`config.mk`:
```
export PLATFORM = sky130hd
export DESIGN_NAME = program_counter
export DESIGN_NICKNAME = d
export VERILOG_FILES = /design/src/rtl/pc_pkg.sv /design/src/rtl/alu.sv /design/src/rtl/program_counter.sv
export SDC_FILE = /design/constraint.sdc
export NUM_CORES = 1
export LEC_CHECK = 0
export CORE_UTILIZATION = 50
export CTS_CLUSTER_DIAMETER = 30
export DETAILED_ROUTE_END_ITERATION = 10
export HOLD_SLACK_MARGIN = 0.08
export PLACE_DENSITY = 0.84
export SKIP_CTS_REPAIR_TIMING = 1
export SLEW_MARGIN = 20
export SYNTH_ARGS = -nofsm -noshare
export SYNTH_HDL_FRONTEND = slang
export SYNTH_SLANG_ARGS = --single-unit
```
`constraint.sdc`:
```
create_clock -name clock -period 9.8 [get_ports clock]
set_input_delay 1.96 -clock clock [delete_from_list [all_inputs] [get_ports clock]]
set_output_delay 1.96 -clock clock [all_outputs]
set_load 0.05 [all_outputs]
```
`src/rtl/pc_pkg.sv`:
```
// Shared constants for the program-counter block: default widths, reset vector and ALU op codes.
package pc_pkg;

    localparam int unsigned PC_WIDTH    = 16;
    localparam int unsigned PC_INC_STEP = 2;
    localparam logic [15:0] PC_RESET    = 16'h0000;

    localparam logic ALU_ADD = 1'b0;
    localparam logic ALU_SUB = 1'b1;

endpackage

```
`src/rtl/alu.sv`:
```
// Combinational add/subtract unit producing the PC-relative target and a zero flag.
module alu
    import pc_pkg::*;
#(
    parameter int unsigned WIDTH = PC_WIDTH
) (
    input  logic [WIDTH-1:0] a,
    input  logic [WIDTH-1:0] b,
    input  logic             aluop,
    output logic [WIDTH-1:0] result,
    output logic             zero
);

    // Results wrap modulo 2^WIDTH; no carry or overflow is reported.
    always_comb begin
        result = a + b;
        if (aluop == ALU_SUB) begin
            result = a - b;
        end
        zero = (result == '0);
    end

endmodule

```
`src/rtl/program_counter.sv`:
```
// PC register with fixed-step increment or ALU-computed jump target.
// Optional PC_STALL_EN adds a stall input that holds the PC (priority: reset > stall > jump).
module program_counter
    import pc_pkg::*;
#(
    parameter int unsigned     WIDTH    = PC_WIDTH,
    parameter int unsigned     INC_STEP = PC_INC_STEP,
    parameter logic [WIDTH-1:0] RESET_PC = PC_RESET[WIDTH-1:0]
) (
    input  logic             clock,
    input  logic             reset,
`ifdef PC_STALL_EN
    input  logic             stall,
`endif
    input  logic [WIDTH-1:0] srcb,
    input  logic             aluop,
    input  logic             jump_en,
    output logic [WIDTH-1:0] pc,
    output logic [WIDTH-1:0] alu_out,
    output logic             zero
);

    localparam logic [WIDTH-1:0] STEP = WIDTH'(INC_STEP);

    logic [WIDTH-1:0] pc_q;
    logic [WIDTH-1:0] pc_d;

    alu #(
        .WIDTH (WIDTH)
    ) u_alu (
        .a      (pc_q),
        .b      (srcb),
        .aluop  (aluop),
        .result (alu_out),
        .zero   (zero)
    );

    always_comb begin
        pc_d = pc_q + STEP;
        if (jump_en) begin
            pc_d = alu_out;
        end
`ifdef PC_STALL_EN
        if (stall) begin
            pc_d = pc_q;
        end
`endif
    end

    // Reset takes priority so X on the other inputs cannot reach the register.
    always_ff @(posedge clock) begin
        if (reset) begin
            pc_q <= RESET_PC;
        end else begin
            pc_q <= pc_d;
        end
    end

    assign pc = pc_q;

endmodule

```
; ---- Word level (Yosys, flattened, before mapping)
; Cells that the tools add are included.
[totals]
latchBits = 0
out_inout_bits = 33
rom_bits = 0
memories = 0
input_bits = 20
elab_cells = 7
ramBits = 0
regBits = 16
[op_classes]
eq_ne = 0
mux = 2
n_div = 0
n_shift = 0
n_lt_le_gt_ge = 0
add_sub_neg = 3
bitwise = 0
multipliers = 0
n_reduce_logical = 1
[ops]
columns = operator, n
row1 = $mux W16, 2
row2 = $add A16 B16 Y16, 1
row3 = $add A16 B2 Y16 const B, 1
row4 = $logic_not A16 Y1, 1
row5 = $sub A16 B16 Y16, 1

; ---- Depth between registers and ports, before layout
; Gate-level depths: netlist of run 1.
[depth]
ltp_word = 3
mapped_depth = 16
depth_no_buf = 16

; ---- By module
; From an unflattened synthesis of run 1, not the netlist that was laid out.
[hier_totals]
cells_unflattened = 251
hier_area_um2 = 1915.6
[modules_own_cells]
columns = mod, seq_area_each_um2, instances, cells_per_inst, area_per_inst_um2
row1 = alu, 0.0, 1, 148, 1039.7
row2 = program_counter, 320.3, 1, 103, 875.8

; ---- Worst setup path before layout of run 1
; Ideal clock, no wire load.
[synth_path]
path_type = input-to-output
from = input port srcb[0]
to = output port zero
cell_stages = 14
required_time_ns = 7.840
n_path_buf = 0
arrival_time_ns = 5.353
slack_ns = 2.487
path_cell_list = inv_1 ha_1 nand2b_1 or4_1 nor3_1 a21oi_1 xnor2_1 ha_1 a21oi_1 o21ai_0 a31oi_4 xnor2_1 nor4_1 and4_1
[synth_between]
elab_chain_cells = 3
word_cells_on_any_way = 4
classes_between = add/sub (2) / mux (1) / reduce/logical (1)
[synth_lines]
columns = item, line
row1 = "start, declared", program_counter.sv:15  ; input logic [WIDTH-1:0] srcb,
row2 = $add A16 B16 Y16 or $sub A16 B16 Y16 (tied branches), "alu.sv:16, alu.sv:18"
row3 = $mux W16 *, alu.sv:17  ; if (aluop == ALU_SUB) begin
row4 = via alu_out[14], program_counter.sv:19  ; output logic [WIDTH-1:0] alu_out,
row5 = $logic_not A16 Y1 *, alu.sv:20  ; zero = (result == '0);
row6 = "end, declared", program_counter.sv:20  ; output logic zero
; The timed path passes the listed nets; every way through them passes the cells marked *.

; ---- Worst setup path after layout of run 1
[layout_path]
from = input port srcb[0]
to = output port zero
[layout_between]
elab_chain_cells = 3
word_cells_on_any_way = 4
classes_between = add/sub (2) / mux (1) / reduce/logical (1)
[layout_lines]
columns = item, line
row1 = $add A16 B16 Y16 or $sub A16 B16 Y16 (tied branches), "alu.sv:16, alu.sv:18"
row2 = $mux W16 *, alu.sv:17
row3 = $logic_not A16 Y1 *, alu.sv:20
; Every way passes the cells marked *; elsewhere a longest branch is shown, timed or not.

==> impl_results.md, run 1 <==
- Outcome: completed
- CP max stage cell: clkdlybuf4s50_1
- Antenna violations before repair: 0
- Mapped Avg Cell Area: 7.38 um^2
- Largest cells by area after synthesis: dfxtp_1, xnor2_1, ha_1
- Core Util, Final: 70.7%
- Final Cycle Share: 85.0%
- Synth Area in Compound Gates: 23.4%
- TritonCTS clock tree: done
- Max cap viols: 0
- Async set or reset register ratio after synthesis: 0%
- Type of the worst min-delay path: reg2reg
- Vias: 1925
- Number of flip-flops in the largest register: 16
- Sequential fraction of the synthesis area: 17.4%
- Root buffer cell: clkbuf_4
- Final Max Slew Viols: 0
- Diode count: 0
- Data required time at the worst endpoint: 7.84 ns
- Full die area: 0.00392 mm^2
- Clock Path Buffers: 2
- Detail Route Antenna Nets: 0
- Setup tns final: 0 ns
- Post-Synth Simple-Gate Area: 23.8%
- Final setup viols: 0
- Global route total overflow: 0
- Placed cells: 341
- Synth Flop Type: dfxtp_1
- Unrepaired setup endpoints after global routing: false
- Critical Path AT: 6.37 ns
- Clock buffer count from CTS: 3
- Top cells by count, synth: nor2_1, xnor2_1, a21oi_1, ha_1
- Core area: 0.00342 mm^2
- Clock slew at reported path FFs: 0.09 ns
- Cell Chain, Critical Path: clkdlybuf4s50_1, inv_1, ha_1, nand2b_1, or4_1, nor2b_1, xnor2_1, ha_1, and4_1, a221o_1, o22a_4, o311ai_2, inv_1, nor4_1, and4_1, clkdlybuf4s50_1
- FF-to-FF path depth: 9
- Static leakage: 0.981 nW
- DRT iter0 DRCs: 101
- CP endpoint kind: primary output
- Setup Crit Path Kind: in2out
- First-pass GRT wire length: 7.85 mm
- Fin nets: 338
- Crit-path max cell delay: 0.79 ns
- Post-synthesis register bit count: 16
- Vias/cell: 5.60
- # port buffers: 52
- CTS H-Tree Depth: 1
- Layout cell share with drive strength beyond 1: 2.68%
- Final HPWL DP: 3.78 mm
- Adder-cell area share of the yosys netlist: 12.7%
- Area of the mapped netlist: 0.00184 mm^2
- Initial Util: 53.8%
- # IOs: 53
- Finished Layout Cells: 344
- Fill cell count: 309
- Crit Reg-Reg Startpoint: pc[1]
- Area growth from synthesis to layout: 31.5%
- Row cnt: 21
- Routed WL: 4.69 mm
- Netlist cell types: 41
- Clk Latency, worst-skew pair: 0.28 ns
- Syn Inst Count: 249
- Hold Path Depth: 2
- Skew final: 0.000559 ns
- Largest family of logic cells by synthesized area: simple AND/OR/NAND/NOR gates
- Slew of the pin with the lowest slew margin: 1.03 ns
- Post-layout min period: 8.33 ns
- Crit path launch: srcb[0]
- Slew Limit Headroom: 31.2%
- Pin count of the biggest net entering global routing: 33
- Drt first pass iters: 4
- Cell depth of the worst setup path: 16
- VDD IR-drop max: 0.209 mV
- Final GP Congestion: 0.837
- Post-synth net total: 287
- WP buf/inv: 4
- Count leader, synth: nor2_1
- Top delay family on crit path: simple AND/OR/NAND/NOR gates
- Synth Area in XOR/XNOR: 17.6%
- Max Freq: 120 MHz
- Crit path max fanout: 4
- Final hold vios: 0
- Die height: 62.6 um
- Post-synth EDFFs: 0
- Number of global-route vias before repair: 1737
- Hold wc startpoint: pc[0]
- DR DRC count: 0
- Share of the synthesized area in the top cell type: 17.4%
- Pwr Density: 247 mW/mm^2
- Die X: 62.6 um
- Avg WL per Cell: 13.6 um
- All-Layer GR Usage: 24.6%
- Synth warn: 0
- Startpoint Class: input pin
- Post-synthesis mux area share: 0.545%
- Area leader, netlist: dfxtp_1
- Clock sink total: 16
==> routing by layer <==
| layer | vias to the layer above | global-route usage, % | part of all wire (%) |
|---|---|---|---|
| li1 | 985 | - | - |
| met1 | 877 | 30.0 | 44 |
| met2 | 61 | 45.1 | 50 |
| met3 | 2 | 5.11 | 4.8 |
| met4 | 0 | 2.62 | 0.45 |
| met5 | - | 0 | 0 |
==> worst reg2reg max path: cells and delay by family, from the launching register on <==
| family | cells | cell delay [ns] |
|---|---|---|
| adder cells (fa/ha/maj) | 1 | 0.28 |
| XOR/XNOR | 1 | 0.17 |
| AO/OA/AOI/OAI | 6 | 1.32 |
| flip-flops | 1 | 0.50 |
| AND/OR/NAND/NOR | 1 | 0.14 |
==> stage by stage <==
stage / cell area, um^2 / power [mW] / hold WS (ns) / setup slack (ns)
6_report: 2410 / 0.597 / 0.528 / 1.47
5_1_grt: 2410 / 0.632 / 0.583 / 1.19
4_1_cts: 2410 / 0.596 / 0.530 / 1.49
3_5_place_dp: 2390 / 0.560 / 0.514 / 1.49
3_3_place_gp: 2390 / 0.556 / 0.498 / 1.57
2_1_floorplan: 1840 / 0.423 / 0.719 / 2.49
==> placed cells by master (no fill, tap or decap), types with 2 or more instances in the layout <==
master	synthesis	final
xnor2_1	31	31
and4_1	2	2
nand2b_1	2	2
ha_1	17	17
nand2_1	10	10
and2_1	2	2
clkdlybuf4s50_1	0	52
o21a_1	3	3
nor2b_1	3	3
a21o_1	4	4
or3_1	5	5
clkbuf_4	0	3
a21oi_1	27	27
a211oi_1	6	6
and3_1	7	7
dfxtp_1	16	16
o211ai_1	2	2
xor2_1	6	6
a31oi_1	3	3
inv_1	16	16
nor3_1	7	7
o21ai_0	8	8
nand3_1	6	6
nor2_1	39	39
nor4_1	5	5
==> report_power, final <==
group	total, mW	switching (mW)	internal [mW]
combinational	0.465	0.301	0.164
clock	0.0343	0.0200	0.0143
sequential	0.0976	0.0202	0.0773
total	0.597	0.341	0.256
==> layout make-up <==
class | count | area, um^2 | share of cell area (%)
Inverter | 16 | 60.1 | 2.49
Sequential cell | 16 | 320 | 13.3
Tap cell | 46 | 57.6 | 2.38
Clock buffer | 3 | 22.5 | 0.933
Multi-Input combinational cell | 211 | 1430 | 59.4
Timing Repair Buffer | 52 | 520 | 21.6
==> cells by family after synthesis <==
kind of cell	after synthesis
DFF	16
and+or+nand+nor	91
buffers and inverters	22
AOI/OAI and AO/OA	64
xor gates and xnor gates	37
muxes	1
adders and majority gates	18
==> path summary, 6_finish.rpt <==
kind	end	slack, ns
min reg2reg	pc[0]	0.53
min	pc[0]	0.53
max	zero	1.47
max reg2reg	pc[15]	7.23
(Power assumes the default switching activity.)
==> inputs of run 2 (changes only) <==
- CELL_PAD_IN_SITES_DETAIL_PLACEMENT: not set -> 1
- CELL_PAD_IN_SITES_GLOBAL_PLACEMENT: not set -> 1
- CORE_UTILIZATION: 50 -> 37
- PLACE_DENSITY: 0.84 -> 0.87
==> impl_results.md, run 2 (same netlist as run 1, synthesis figures left out) <==
- Number of flip-flops in the largest register: 16 (unchanged)
- Setup WS post-layout: 1.56 ns (was 1.47 ns)
- Max cap viols: 0 (unchanged)
- Final Max Slew Viols: 0 (unchanged)
- Fin nets: 338 (unchanged)
- Global route total overflow: 0 (unchanged)
- Final HPWL DP: 4.37 mm (was 3.78 mm)
- Clock buffer count from CTS: 3 (unchanged)
- Type of the worst min-delay path: reg2reg (unchanged)
- FF-to-FF path depth: 9 (unchanged)
- Post-layout min period: 8.24 ns (was 8.33 ns)
- Commonest non-fill, non-tap cell in the layout: clkdlybuf4s50_1 (unchanged)
- Cell area after layout: 0.00247 mm^2 (was 0.00241 mm^2)
- Pint: 277 uW (was 256 uW)
- Vias/cell: 5.38 (was 5.60)
- Slew of the pin with the lowest slew margin: 1.08 ns (was 1.03 ns)
- Hold endpoint: pc[0] (unchanged)
- # IOs: 53 (unchanged)
- Final Cycle Share: 84.1% (was 85.0%)
- DR DRC count: 0 (unchanged)
- Finished Layout Cells: 366 (was 344)
- WP buf/inv: 3 (was 4)
- Switching power: 348 uW (was 341 uW)
- Crit path max fanout: 4 (unchanged)
- Root buffer cell: clkbuf_8 (was clkbuf_4)
- Pin count of the biggest net entering global routing: 33 (unchanged)
- Final hold vios: 0 (unchanged)
- Vias: 1969 (was 1925)
- Hold wc startpoint: pc[0] (unchanged)
- Full die area: 0.00525 mm^2 (was 0.00392 mm^2)
- Cell Chain, Critical Path: clkdlybuf4s50_1, inv_1, ha_1, nand2b_1, or4_1, nor2b_1, xnor2_1, ha_1, o21ai_0, nor2_1, a2bb2oi_1, a31oi_1, o21a_1, o311a_1, nor4_1, and4_1, clkdlybuf4s50_1 (was clkdlybuf4s50_1, inv_1, ha_1, nand2b_1, or4_1, nor2b_1, xnor2_1, ha_1, and4_1, a221o_1, o22a_4, o311ai_2, inv_1, nor4_1, and4_1, clkdlybuf4s50_1)
- Outcome: completed (unchanged)
- Skew final: 0.00718 ns (was 0.000559 ns)
- Final GP Congestion: 0.830 (was 0.837)
- Clk pwr share: 9.6% (was 5.7%)
- Clock slew at reported path FFs: 0.06 ns (was 0.09 ns)
- Most frequent cells in the layout: clkdlybuf4s50_1, nor2_1, xnor2_1, a21oi_1, ha_1 (unchanged)
- Worst R2R Setup Slack: 7.18 ns (was 7.23 ns)
- Area after DPL: 0.00242 mm^2 (was 0.00239 mm^2)
- Crit path launch: srcb[0] (unchanged)
- Top delay family on crit path: buffers and inverters (was simple AND/OR/NAND/NOR gates)
- Core area: 0.00475 mm^2 (was 0.00342 mm^2)
- First-pass GRT wire length: 8.77 mm (was 7.85 mm)
- # port buffers: 52 (unchanged)
- Hold Path Depth: 2 (unchanged)
- Initial Util: 38.6% (was 53.8%)
- Sw frac: 55.6% (was 57.2%)
- Data required time at the worst endpoint: 7.84 ns (about the same)
- Clock sink total: 16 (unchanged)
- Unrepaired setup endpoints after global routing: false (unchanged)
- Number of global-route vias before repair: 1954 (was 1737)
- Crit Reg-Reg Startpoint: pc[1] (unchanged)
- Die X: 72.5 um (was 62.6 um)
- Reg area: 320 um^2 (unchanged)
- Gate power share: 74.8% (was 77.9%)
- Antenna violations before repair: 0 (unchanged)
- Core Util, Final: 52.0% (was 70.7%)
- Final setup viols: 0 (unchanged)
- Static leakage: 0.996 nW (was 0.981 nW)
- DRT iter0 DRCs: 59 (was 101)
- All-Layer GR Usage: 21.2% (was 24.6%)
- Pre-CTS WS: 1.53 ns (was 1.49 ns)
- Clock Path Buffers: 2 (unchanged)
- Startpoint Class: input pin (unchanged)
- Crit-path max cell delay: 0.80 ns (was 0.79 ns)
- Routed WL: 5.39 mm (was 4.69 mm)
- VDD IR-drop max: 0.219 mV (was 0.209 mV)
- Diode count: 0 (unchanged)
- Critical Path AT: 6.28 ns (was 6.37 ns)
- CP endpoint kind: primary output (unchanged)
- CP max stage cell: clkdlybuf4s50_1 (unchanged)
- Area taken by multi-input logic gates: 0.00143 mm^2 (unchanged)
- FF-to-FF End: pc[15] (unchanged)
- Slew Limit Headroom: 27.6% (was 31.2%)
- Avg WL per Cell: 14.7 um (was 13.6 um)
- Placed cells: 362 (was 341)
- Setup Crit Path Kind: in2out (unchanged)
- Detail Route Antenna Nets: 0 (unchanged)
- Drt first pass iters: 4 (unchanged)
- Fill cell count: 627 (was 309)
- Clk Latency, worst-skew pair: 0.26 ns (was 0.28 ns)
- Max Freq: 121 MHz (was 120 MHz)
- Area growth from synthesis to layout: 34.7% (was 31.5%)
- Die height: 72.5 um (was 62.6 um)
- TritonCTS clock tree: done (unchanged)
- Pwr Density: 253 mW/mm^2 (was 247 mW/mm^2)
- Row cnt: 25 (was 21)
- CTS H-Tree Depth: 1 (unchanged)
- Sequential share of power: 15.6% (was 16.3%)
- Setup tns final: 0 ns (unchanged)
- Layout cell share with drive strength beyond 1: 3.01% (was 2.68%)
-- run 2: layer usage --
| metal | vias to the layer above | track usage, % | wire length, um |
|---|---|---|---|
| li1 | 986 | - | - |
| met1 | 933 | 25.9 | 2450 |
| met2 | 44 | 38.4 | 2640 |
| met3 | 6 | 4.31 | 241 |
| met4 | 0 | 3.92 | 53 |
| met5 | - | 0 | 0 |
-- run 2: area by class of cell --
cell class,count,area share [%]
Clock buffer,4,2.23
Inverter,16,2.43
Sequential cell,16,12.9
Timing Repair Buffer,52,21.0
Multi-Input combinational cell,211,58.0
Tap cell,67,3.39
-- run 2: power groups by stage --
stage	Clock [mW]	Sequential, mW	Combinational, mW
global route	0.0644	0.0997	0.496
detailed placement	0	0.0995	0.468
global placement	0	0.0995	0.461
CTS	0.0624	0.0981	0.470
finish	0.0601	0.0975	0.468
floorplan	0	0.134	0.289
-- run 2: worst max path at each step --
stage / depth (start not counted) / slack, ns / end
floorplan: 14 / 2.49 / zero
global placement: 16 / 1.59 / zero
detailed placement: 16 / 1.53 / zero
CTS: 16 / 1.54 / zero
global route: 17 / 1.23 / zero
finish: 17 / 1.56 / zero
-- run 2: worst reg2reg max path, cell delays in order (launching register included) --
cell	delay, ns
dfxtp_1	0.48
ha_1	0.28
nor2b_1	0.14
o31ai_1	0.34
a2bb2oi_1	0.20
a31oi_1	0.37
o211ai_1	0.16
a21oi_1	0.19
xnor2_1	0.11
a211oi_1	0.25
-- run 2: per-stage QoR --
stage	hold slack, ns	total power [mW]
finish	0.547	0.625
global route	0.584	0.660
CTS	0.560	0.630
detailed placement	0.553	0.567
global placement	0.513	0.560
floorplan	0.719	0.423
==> inputs of run 3 (changes only) <==
- CORE_UTILIZATION: 37 -> 34
- PLACE_DENSITY: 0.87 -> 0.81
- clock period: 9.8 -> 8.5 ns (I/O delays scaled with it)
==> impl_results.md, run 3 (same netlist as run 1, synthesis figures left out) <==
- Clock buffer count from CTS: 3 (unchanged)
- Fin nets: 339 (was 338)
- Gate power share: 75.1% (was 74.8%)
- Clock Path Buffers: 2 (unchanged)
- Area growth from synthesis to layout: 35.3% (was 34.7%)
- Final setup viols: 0 (unchanged)
- Power Total: 725 uW (was 625 uW)
- Critical Path AT: 6.04 ns (was 6.28 ns)
- FF-to-FF End: pc[15] (unchanged)
- Final GP Congestion: 0.836 (was 0.830)
- Number of flip-flops in the largest register: 16 (unchanged)
- Unrepaired setup endpoints after global routing: false (unchanged)
- Fill cell count: 664 (was 627)
- CTS H-Tree Depth: 1 (unchanged)
- Pwr Density: 292 mW/mm^2 (was 253 mW/mm^2)
- Pint: 320 uW (was 277 uW)
- Finished Layout Cells: 370 (was 366)
- Core area: 0.00514 mm^2 (was 0.00475 mm^2)
- Max Freq: 129 MHz
- Crit Reg-Reg Startpoint: pc[1] (unchanged)
- Detail Route Antenna Nets: 0 (unchanged)
- Slew of the pin with the lowest slew margin: 1.04 ns (was 1.08 ns)
- Global route total overflow: 0 (unchanged)
- Die height: 75.5 um (was 72.5 um)
- # IOs: 53 (unchanged)
- Final HPWL DP: 4.78 mm (was 4.37 mm)
- Core Util, Final: 48.3% (was 52.0%)
- CP endpoint kind: primary output (unchanged)
- Outcome: completed (unchanged)
- Vias/cell: 5.38 (about the same)
- Critical Path Sink: zero (unchanged)
- Crit-path max cell delay: 0.79 ns (was 0.80 ns)
- Placed cells: 366 (was 362)
- Cell Chain, Critical Path: clkdlybuf4s50_1, inv_1, ha_1, nand2b_1, or4_1, nor2b_1, xnor2_1, ha_1, and4_1, a221o_1, o22a_4, o311ai_2, inv_1, nor4_1, and4_1, clkdlybuf4s50_1 (was clkdlybuf4s50_1, inv_1, ha_1, nand2b_1, or4_1, nor2b_1, xnor2_1, ha_1, o21ai_0, nor2_1, a2bb2oi_1, a31oi_1, o21a_1, o311a_1, nor4_1, and4_1, clkdlybuf4s50_1)
- Hold slack: 0.525 ns (was 0.547 ns)
- Sw frac: 55.9% (was 55.6%)
- Post-layout min period: 7.74 ns
- Most frequent cells in the layout: clkdlybuf4s50_1, nor2_1, xnor2_1, a21oi_1, ha_1 (unchanged)
- Startpoint Class: input pin (unchanged)
- Type of the worst min-delay path: reg2reg (unchanged)
- Routed WL: 5.71 mm (was 5.39 mm)
- Commonest non-fill, non-tap cell in the layout: clkdlybuf4s50_1 (unchanged)
- Crit path max fanout: 4 (unchanged)
- Area after DPL: 0.00243 mm^2 (was 0.00242 mm^2)
- Worst R2R Setup Slack: 5.83 ns (was 7.18 ns)
- DR DRC count: 0 (unchanged)
- Pin count of the biggest net entering global routing: 33 (unchanged)
- # port buffers: 52 (unchanged)
- Initial Util: 35.7% (was 38.6%)
- VDD IR-drop max: 0.245 mV (was 0.219 mV)
- Clk Latency, worst-skew pair: 0.25 ns (was 0.26 ns)
- Number of global-route vias before repair: 1906 (was 1954)
- Setup Crit Path Kind: in2out (unchanged)
- DRT iter0 DRCs: 54 (was 59)
- Antenna violations before repair: 0 (unchanged)
- Clock slew at reported path FFs: 0.07 ns (was 0.06 ns)
- Crit path launch: srcb[0] (unchanged)
- Sequential share of power: 15.5% (was 15.6%)
- Drt first pass iters: 4 (unchanged)
- Cell area after layout: 0.00248 mm^2 (was 0.00247 mm^2)
- Full die area: 0.00570 mm^2 (was 0.00525 mm^2)
- TritonCTS clock tree: done (unchanged)
- All-Layer GR Usage: 21.5% (was 21.2%)
- Final Cycle Share: 91.1%
- Layout cell share with drive strength beyond 1: 3.33% (was 3.01%)
- Switching power: 405 uW (was 348 uW)
- Final hold vios: 0 (unchanged)
- Slew Limit Headroom: 30.2% (was 27.6%)
- CP max stage cell: clkdlybuf4s50_1 (unchanged)
- Final Max Slew Viols: 0 (unchanged)
- Setup tns final: 0 ns (unchanged)
- Pre-CTS WS: 0.736 ns (was 1.53 ns)
- Static leakage: 1.00 nW (was 0.996 nW)
- Setup WS post-layout: 0.760 ns (was 1.56 ns)
- Clock sink total: 16 (unchanged)
- First-pass GRT wire length: 9.22 mm (was 8.77 mm)
- Row cnt: 26 (was 25)
- FF-to-FF path depth: 9 (unchanged)
- Root buffer cell: clkbuf_8 (unchanged)
- Max cap viols: 0 (unchanged)
- Data required time at the worst endpoint: 6.80 ns (was 7.84 ns)
- Die X: 75.5 um (was 72.5 um)
- Skew final: 0.00242 ns (was 0.00718 ns)
- Vias: 1990 (was 1969)
- Avg WL per Cell: 15.4 um (was 14.7 um)
- Diode count: 0 (unchanged)
- Clk pwr share: 9.4% (was 9.6%)
[run 3: area by class of cell]
class | count | area [um^2] | area share, %
Multi-Input combinational cell | 211 | 1430 | 57.7
Sequential cell | 16 | 320 | 12.9
Inverter | 16 | 60.1 | 2.42
Tap cell | 70 | 87.6 | 3.52
Clock buffer | 4 | 55.1 | 2.22
Timing Repair Buffer | 53 | 528 | 21.2
[run 3: how the worst min path moves through the flow]
stage | start | slack, ns | cells after the start | to
3_3_place_gp | pc[0] | 0.50 | 2 | pc[0]
6_report | pc[0] | 0.52 | 2 | pc[0]
5_1_grt | pc[0] | 0.57 | 2 | pc[0]
4_1_cts | pc[0] | 0.53 | 2 | pc[0]
3_5_place_dp | pc[0] | 0.50 | 2 | pc[0]
2_1_floorplan | pc[0] | 0.72 | 2 | pc[0]
[run 3: metal layers]
layer / track usage, % / vias to the layer above / part of all wire, %
met5: 0 / - / 0
met4: 3.70 / 0 / 1.2
met3: 3.70 / 8 / 4.1
met2: 40.2 / 52 / 51
met1: 26.0 / 940 / 44
li1: - / 990 / -
[run 3: worst max-delay path: cells and delay by family]
| family | cells | cell delay (ns) |
|---|---|---|
| compound gates | 3 | 0.90 |
| xor+xnor | 1 | 0.19 |
| fa+ha+maj | 2 | 0.46 |
| buf+inv | 4 | 1.42 |
| simple gates | 6 | 1.37 |
[run 3: power by group through the flow]
| stage | Sequential (mW) | Combinational, mW | Clock [mW] |
|---|---|---|---|
| CTS | 0.114 | 0.548 | 0.0703 |
| detailed placement | 0.115 | 0.545 | 0 |
| floorplan | 0.155 | 0.333 | 0 |
| finish | 0.113 | 0.545 | 0.0680 |
| global placement | 0.115 | 0.534 | 0 |
| global route | 0.116 | 0.578 | 0.0734 |
